--- config.mk ---
export PLATFORM = sky130hd
export DESIGN_NAME = spi_slave
export DESIGN_NICKNAME = d
export VERILOG_FILES = /design/src/rtl/spi_slave_pkg.sv /design/src/rtl/spi_slave_sync.sv /design/src/rtl/spi_slave.sv
export SDC_FILE = /design/constraint.sdc
export NUM_CORES = 1
export LEC_CHECK = 0
export CAP_MARGIN = 20
export CORE_ASPECT_RATIO = 0.75
export CORE_MARGIN = 1.5
export CORE_UTILIZATION = 41
export CTS_BUF_LIST = sky130_fd_sc_hd__clkbuf_16
export CTS_CLUSTER_SIZE = 28
export DETAILED_ROUTE_END_ITERATION = 6
export PLACE_DENSITY = 0.85
export SLEW_MARGIN = 20
export SYNTH_ARGS = -nofsm -noshare
export SYNTH_HDL_FRONTEND = slang
export SYNTH_SLANG_ARGS = --single-unit
--- constraint.sdc ---
create_clock -name clk -period 1.8 [get_ports clk]
set_input_delay 0.54 -clock clk [delete_from_list [all_inputs] [get_ports clk]]
set_output_delay 0.54 -clock clk [all_outputs]
set_load 0.01 [all_outputs]
--- src/rtl/spi_slave_pkg.sv ---
// spi_slave_pkg: register offsets, status bit indices, FIFO depth, idle MISO byte and FSM encoding for spi_slave
package spi_slave_pkg;
  localparam logic ADDR_DATA = 1'b0;
  localparam logic ADDR_CTRL = 1'b1;
  localparam int BIT_RX_VALID = 0;
  localparam int BIT_TX_PEND = 1;
  localparam int BIT_OVERRUN = 2;
  localparam int BIT_BUSY = 3;
  localparam int BIT_IRQ_EN = 4;
  localparam int BIT_COUNT = 5;
  localparam int FIFO_DEPTH = 4;
  localparam logic [7:0] IDLE_BYTE = 8'hFF;
  typedef enum logic {S_IDLE, S_SHIFT} state_t;
endpackage

--- src/rtl/spi_slave_sync.sv ---
// spi_slave_sync: 2-flop synchronizers + edge detect (in clk, reset, spi_sck/ss/mosi; out sck_lead/trail, ss_fall/rise, mosi_s); ss_fall only after a real high is seen post-reset
module spi_slave_sync #(parameter logic CPOL = 1'b1) (
  input  logic clk,
  input  logic reset,
  input  logic spi_sck,
  input  logic spi_ss,
  input  logic spi_mosi,
  output logic sck_lead,
  output logic sck_trail,
  output logic ss_fall,
  output logic ss_rise,
  output logic mosi_s
);
  logic [2:0] sck_q, sck_d, ss_q, ss_d;
  logic [1:0] mosi_q, mosi_d, vld_q, vld_d;
  logic armed_q, armed_d;
  always_comb begin
    sck_d = {sck_q[1:0], spi_sck};
    ss_d = {ss_q[1:0], spi_ss};
    mosi_d = {mosi_q[0], spi_mosi};
    vld_d = {vld_q[0], 1'b1};
    armed_d = armed_q | (vld_q[1] & ss_q[1]);
    sck_lead = (sck_q[2] == CPOL) & (sck_q[1] != CPOL);
    sck_trail = (sck_q[2] != CPOL) & (sck_q[1] == CPOL);
    ss_fall = armed_q & ss_q[2] & ~ss_q[1];
    ss_rise = ~ss_q[2] & ss_q[1];
    mosi_s = mosi_q[1];
  end
  always_ff @(posedge clk or posedge reset)
    if (reset) begin
      sck_q <= {3{CPOL}};
      ss_q <= '1;
      mosi_q <= '1;
      vld_q <= '0;
      armed_q <= 1'b0;
    end else begin
      sck_q <= sck_d;
      ss_q <= ss_d;
      mosi_q <= mosi_d;
      vld_q <= vld_d;
      armed_q <= armed_d;
    end
endmodule

--- src/rtl/spi_slave.sv ---
// spi_slave: CPU-mapped SPI slave, CPHA=0 (ports clk, reset, select, rd, we, addr, data_in, data_out, interrupt, spi_sck/ss/mosi/miso/miso_oe); SPI_SLAVE_RX_FIFO_EN selects 4-deep rx FIFO
module spi_slave import spi_slave_pkg::*; #(parameter logic CPOL = 1'b1) (
  input  logic        clk,
  input  logic        reset,
  input  logic        select,
  input  logic        rd,
  input  logic [3:0]  we,
  input  logic        addr,
  input  logic [31:0] data_in,
  output logic [31:0] data_out,
  output logic        interrupt,
  input  logic        spi_sck,
  input  logic        spi_ss,
  input  logic        spi_mosi,
  output logic        spi_miso,
  output logic        spi_miso_oe
);
  state_t state_q, state_d;
  logic [2:0] cnt_q, cnt_d;
  logic [7:0] shifter_q, shifter_d, tx_reg_q, tx_reg_d;
  logic [6:0] rx_sh_q, rx_sh_d;
  logic tx_pending_q, tx_pending_d, overrun_q, overrun_d, irq_en_q, irq_en_d;
  logic sck_lead, sck_trail, ss_fall, ss_rise, mosi_s;
  logic wr_data, wr_ctrl, pop, push, load, shift_en, ovr_set, rx_valid;
  logic [7:0] push_byte, rx_byte;
  logic [2:0] rx_count;
  logic unused_bits;
  assign unused_bits = ^{we[3:1], data_in[31:8]};
  spi_slave_sync #(.CPOL(CPOL)) u_sync (
    .clk(clk), .reset(reset), .spi_sck(spi_sck), .spi_ss(spi_ss), .spi_mosi(spi_mosi),
    .sck_lead(sck_lead), .sck_trail(sck_trail), .ss_fall(ss_fall), .ss_rise(ss_rise), .mosi_s(mosi_s)
  );
  always_comb begin
    wr_data = select & we[0] & (addr == ADDR_DATA);
    wr_ctrl = select & we[0] & (addr == ADDR_CTRL);
    pop = select & rd & (addr == ADDR_DATA);
    shift_en = (state_q == S_SHIFT) & ~ss_rise;
    push_byte = {rx_sh_q, mosi_s};
    push = shift_en & sck_lead & (cnt_q == 3'd7);
    load = ((state_q == S_IDLE) & ss_fall) | (shift_en & sck_trail & (cnt_q == 3'd0));
    state_d = (state_q == S_IDLE) ? (ss_fall ? S_SHIFT : S_IDLE) : (ss_rise ? S_IDLE : S_SHIFT);
    cnt_d = shift_en ? cnt_q + {2'b0, sck_lead} : 3'd0;
    rx_sh_d = (shift_en & sck_lead) ? push_byte[6:0] : rx_sh_q;
    shifter_d = load ? (tx_pending_q ? tx_reg_q : IDLE_BYTE) :
                (shift_en & sck_trail) ? {shifter_q[6:0], 1'b1} : shifter_q;
    tx_pending_d = wr_data | (tx_pending_q & ~load);
    tx_reg_d = wr_data ? data_in[7:0] : tx_reg_q;
    irq_en_d = wr_ctrl ? data_in[BIT_IRQ_EN] : irq_en_q;
    overrun_d = ovr_set | (overrun_q & ~(wr_ctrl & data_in[BIT_OVERRUN]));
  end
`ifdef SPI_SLAVE_RX_FIFO_EN
  logic [7:0] mem_q [FIFO_DEPTH];
  logic [7:0] mem_d [FIFO_DEPTH];
  logic [1:0] rd_ptr_q, rd_ptr_d, wr_ptr_q, wr_ptr_d;
  logic [2:0] count_q, count_d;
  logic pop_ok, push_ok;
  always_comb begin
    pop_ok = pop & (count_q != 3'd0);
    push_ok = push & ((count_q != 3'(FIFO_DEPTH)) | pop_ok);
    ovr_set = push & ~push_ok;
    mem_d = mem_q;
    if (push_ok) mem_d[wr_ptr_q] = push_byte;
    rd_ptr_d = rd_ptr_q + {1'b0, pop_ok};
    wr_ptr_d = wr_ptr_q + {1'b0, push_ok};
    count_d = count_q + {2'b0, push_ok} - {2'b0, pop_ok};
    rx_valid = count_q != 3'd0;
    rx_byte = mem_q[rd_ptr_q];
    rx_count = count_q;
  end
  always_ff @(posedge clk or posedge reset)
    if (reset) begin
      mem_q <= '{default: 8'h00};
      rd_ptr_q <= '0;
      wr_ptr_q <= '0;
      count_q <= '0;
    end else begin
      mem_q <= mem_d;
      rd_ptr_q <= rd_ptr_d;
      wr_ptr_q <= wr_ptr_d;
      count_q <= count_d;
    end
`else
  logic [7:0] rx_data_q, rx_data_d;
  logic rx_valid_q, rx_valid_d;
  always_comb begin
    ovr_set = push & rx_valid_q & ~pop;
    rx_valid_d = push | (rx_valid_q & ~pop);
    rx_data_d = push ? push_byte : rx_data_q;
    rx_valid = rx_valid_q;
    rx_byte = rx_data_q;
    rx_count = 3'd0;
  end
  always_ff @(posedge clk or posedge reset)
    if (reset) begin
      rx_data_q <= '0;
      rx_valid_q <= 1'b0;
    end else begin
      rx_data_q <= rx_data_d;
      rx_valid_q <= rx_valid_d;
    end
`endif
  always_ff @(posedge clk or posedge reset)
    if (reset) begin
      state_q <= S_IDLE;
      cnt_q <= '0;
      shifter_q <= IDLE_BYTE;
      rx_sh_q <= '0;
      tx_reg_q <= IDLE_BYTE;
      tx_pending_q <= 1'b0;
      overrun_q <= 1'b0;
      irq_en_q <= 1'b0;
    end else begin
      state_q <= state_d;
      cnt_q <= cnt_d;
      shifter_q <= shifter_d;
      rx_sh_q <= rx_sh_d;
      tx_reg_q <= tx_reg_d;
      tx_pending_q <= tx_pending_d;
      overrun_q <= overrun_d;
      irq_en_q <= irq_en_d;
    end
  assign data_out = (addr == ADDR_CTRL) ?
    {24'b0, rx_count, irq_en_q, state_q == S_SHIFT, overrun_q, tx_pending_q, rx_valid} : {24'b0, rx_byte};
  assign interrupt = irq_en_q & (rx_valid | overrun_q);
  assign spi_miso = shifter_q[7];
  assign spi_miso_oe = state_q == S_SHIFT;
endmodule

# == Word level (Yosys, flattened, before mapping) ==
# Cells that the tools add are included.
# word_totals
register_bits,50
word_cells,67
# classes
n_addsub,1
eq_ne,1
mux,8
n_bitwise,40
n_reduce_logical,2
# ops
op,n
$mux 8,4
$and 1x1->1,24
$not 1->1,10
$or 1x1->1,6
$add 3x1->3,1
$eq 3x3->1 const B,1
$logic_not 3->1,1
$mux 1,3
$mux 3,1
$reduce_bool 2->1,1

# == Depth between registers and ports, before layout ==
# logic_depth
word_depth,10
mapped_depth,5
depth_no_buf,5

# == Modules after synthesis ==
# From an unflattened synthesis, not the netlist that was laid out.
# hier_totals
cells_unflattened,177
hier_area_um2,2384.8
# modules_own_cells
module,instances,cells_per_inst,area_each_um2
spi_slave,1,159,2053.2
spi_slave_sync,1,18,331.6

# == Worst setup path before layout ==
# Ideal clock, no wire load.
# synth_path
kind,input to output
start,in addr
end,out data_out[0]
arrival_time_ns,1.214
path_slack_ns,0.046
stages,2
path_buffers,1
cell_sequence,clkbuf_1 > mux2_2
# synth_between
elab_chain_cells,1
# synth_lines
element,line_no,source
start: declaration,spi_slave.sv:8,"input logic addr,"
$mux 8,spi_slave.sv:122,assign data_out = (addr == ADDR_CTRL) ?
end: declaration,spi_slave.sv:10,"output logic [31:0] data_out,"
# Every way passes these cells.

# == Worst setup path in the final report ==
# layout_path
start,reg irq_en_q
end,out interrupt
# layout_between
elab_chain_cells,1
# layout_lines
element,line_no,source
start: declaration,spi_slave.sv:22,"logic tx_pending_q, tx_pending_d, overrun_q, overrun_d, irq_en_q, irq_en_d;"
start signal: assignment,spi_slave.sv:120,irq_en_q <= irq_en_d;
$and 1x1->1,spi_slave.sv:124,assign interrupt = irq_en_q & (rx_valid | overrun_q);
end: declaration,spi_slave.sv:11,"output logic interrupt,"
# Every way passes these cells.

==> flow_summary.json <==
{
  "status": "finished, final reports clean",
  "diodes": 0,
  "insertion_delay_ps": 290,
  "regArea_sq_mm": 0.00128,
  "drive_above_1_share_pct": 39.3,
  "rsz0062_at_grt": "no",
  "fin_util_pct": 52.1,
  "setup_violations": 0,
  "grt-busiest-layer": "met2",
  "grt_use_total_pct": 14.0,
  "max_freq_ghz": 0.564,
  "die-height_um": 67.7,
  "grt_max_degree": 51,
  "wl_um": 3700,
  "finalMaxSlewViolations": 0,
  "place_congestion": 0.715,
  "ys_warn_count": 0,
  "first_global_vias": 1254,
  "die_area_sq_mm": 0.00605,
  "finalClockSkew_ps": 5.00,
  "leakagePower_nw": 1.34,
  "irDropWorstVdd_uv": 813,
  "start_kind": "flop",
  "grt_use_met1_pct": 18.8,
  "ys_seq_area_share_pct": 55.9,
  "total_power_mw": 2.98,
  "firstDrtPassIters": 5,
  "hold_violations": 0,
  "end_kind": "primary output",
  "grt_pass1_wl_um": 6180,
  "initial_utilization_pct": 42.8,
  "drc": 0,
  "async_reset_ff_share_pct": 100,
  "grt_util_met3_pct": 5.01,
  "post-route-period-util_pct": 98.6,
  "hold_buffers": 0,
  "cts_tree": "done",
  "powerDensity_mw_per_mm2": 1070,
  "synthFlopType": "dfrtp_1",
  "coreArea_sq_mm": 0.00535,
  "grt_overflow_total": 0,
  "netlist_instances": 171,
  "cts.sinks": 50,
  "hp-class": "flop to flop",
  "setup.worst_path.class": "flop to primary output",
  "yosys.area.top_type_share_pct": 28.4,
  "cts.path.max_buffers": 2,
  "area_growth_pct": 21.7,
  "via_per_inst": 4.60,
  "cts_made_buffers": 5,
  "h-tree-depth": 2,
  "crit_fanout": 2,
  "ys_top_cells_by_count": "26 x dfrtp_1, 24 x buf_4, 24 x dfstp_2",
  "synth_cell_types": 33,
  "dp_hpwl_um": 2590,
  "clk_pin_slew_worst_paths_ps": 70,
  "reg2regPathDepth": 4,
  "arrival_ps": 1230,
  "synth_most_common_cell": "dfrtp_1",
  "setup_tns_ps": 0,
  "syn_area_per_cell_sq_um": 13.4,
  "ios": 79,
  "synth-seq-cells": 50,
  "grtUsageMet2_pct": 21.1,
  "io_buffers": 27,
  "syn_area_sq_mm": 0.00229,
  "drv_cap": 0,
  "critPathRequiredTime_ps": 1260,
  "antenna_found_initial": 0,
  "multiInputGateArea_sq_um": 886,
  "drtAntennaViolNets": 0,
  "dieWidth_um": 89.3,
  "period_minus_slack_ps": 1770,
  "num_vias": 1315,
  "drtIter0Drc": 36,
  "synth_area_leaders": "dfrtp_1 28%, dfstp_2 28%, mux2_2 9.8%, buf_4 7.9%, mux2_4 5.2%",
  "min_path_cells": 0,
  "row_count": 23,
  "fin_nets": 256,
  "clockRootBuffer": "clkbuf_16",
  "synth_edf_count": 0,
  "wl_per_cell_um": 12.9,
  "yosys.area.top_type": "dfrtp_1",
  "nFillCells": 456
}
## cell families after synthesis
family / count (synthesis) / synth area share [%]
buffers and inverters: 30 / 9.28
AO/OA/AOI/OAI: 17 / 5.41
AND/OR/NAND/NOR: 34 / 9.45
flip-flops: 50 / 55.9
XOR/XNOR: 1 / 0.382
adder cells (fa/ha/maj): 2 / 1.09
other: 2 / 0.328
multiplexers: 35 / 18.1
## worst max-delay path, cell delays in order (launching register included)
cell and delay [ps]:
dfrtp_1 400, buf_4 140, o21a_1 120, dlygate4sd2_1 290
## report_power, final
group / total (mW) / switching, mW / internal [mW]
Combinational: 0.430 / 0.181 / 0.249
Sequential: 1.49 / 0.111 / 1.38
Clock: 1.06 / 0.403 / 0.656
## stage by stage
stage / setup WS (ps) / instance area (sq um) / std cells / hold slack [ps]
6_report: 26.0 / 2790 / 286 / 354
3_5_place_dp: -803 / 2620 / 277 / 342
5_1_grt: 1.16 / 2790 / 286 / 360
4_1_cts: 3.79 / 2780 / 285 / 357
2_1_floorplan: 45.6 / 2380 / 194 / 331
3_3_place_gp: -787 / 2620 / 277 / 331
## sequential cells by signal, indices dropped and copies added (netlist names)
signal          count
cnt_q               3
irq_en_q            1
overrun_q           1
rx_byte             8
rx_sh_q             7
rx_valid            1
shifter_q           8
spi_miso_oe         1
tx_pending_q        1
tx_reg_q            8
u_sync.armed_q      1
u_sync.mosi_q       2
u_sync.sck_q        3
u_sync.ss_q         3
u_sync.vld_q        2
## cell type report
type | count | area share (%)
clock inverter | 3 | 1.53
tap | 75 | 3.37
inverter | 2 | 0.269
multi-input combinational | 114 | 31.8
timing repair buffer | 37 | 12.6
clock buffer | 5 | 4.49
sequential | 50 | 46.0
## timing repair
item                                    4_1_cts  5_1_grt
endpoints found under the setup margin       18       15
gates resized for setup                      21        4
buffers inserted                              0        1
endpoints found under the hold margin         0        0
## layer usage
metal / up-vias / routed length, um
met3: 6 / 160
met4: 0 / 51
met5: - / 0
li1: 621 / -
met2: 33 / 1770
met1: 655 / 1710
## path summary, 6_finish.rpt
check                           startpoint              end  slack (ps)
setup / recovery                  irq_en_q        interrupt          30
setup reg to reg            u_sync.ss_q[2]       rx_byte[1]          80
min in group asynchronous            reset        overrun_q         600
hold / removal             u_sync.vld_q[0]  u_sync.vld_q[1]         350
hold reg to reg            u_sync.vld_q[0]  u_sync.vld_q[1]         350
max in group asynchronous            reset  u_sync.sck_q[1]         910
## layout by cell type (no fill, tap or decap), drive strengths merged, types with 3 or more instances in the layout
cell and n:
mux2 28, o21ai 5, dfrtp 26, a2bb2oi 8
nand3 5, clkdlybuf4s50 15, inv 3, clkdlybuf4s15 5
and3 3, dlygate4sd2 6, buf 11, dfstp 24
mux2i 7, nand2 6, clkbuf 5, or2 8
nor2b 4, conb 25
No activity file was read; power rests on OpenSTA's default activity.
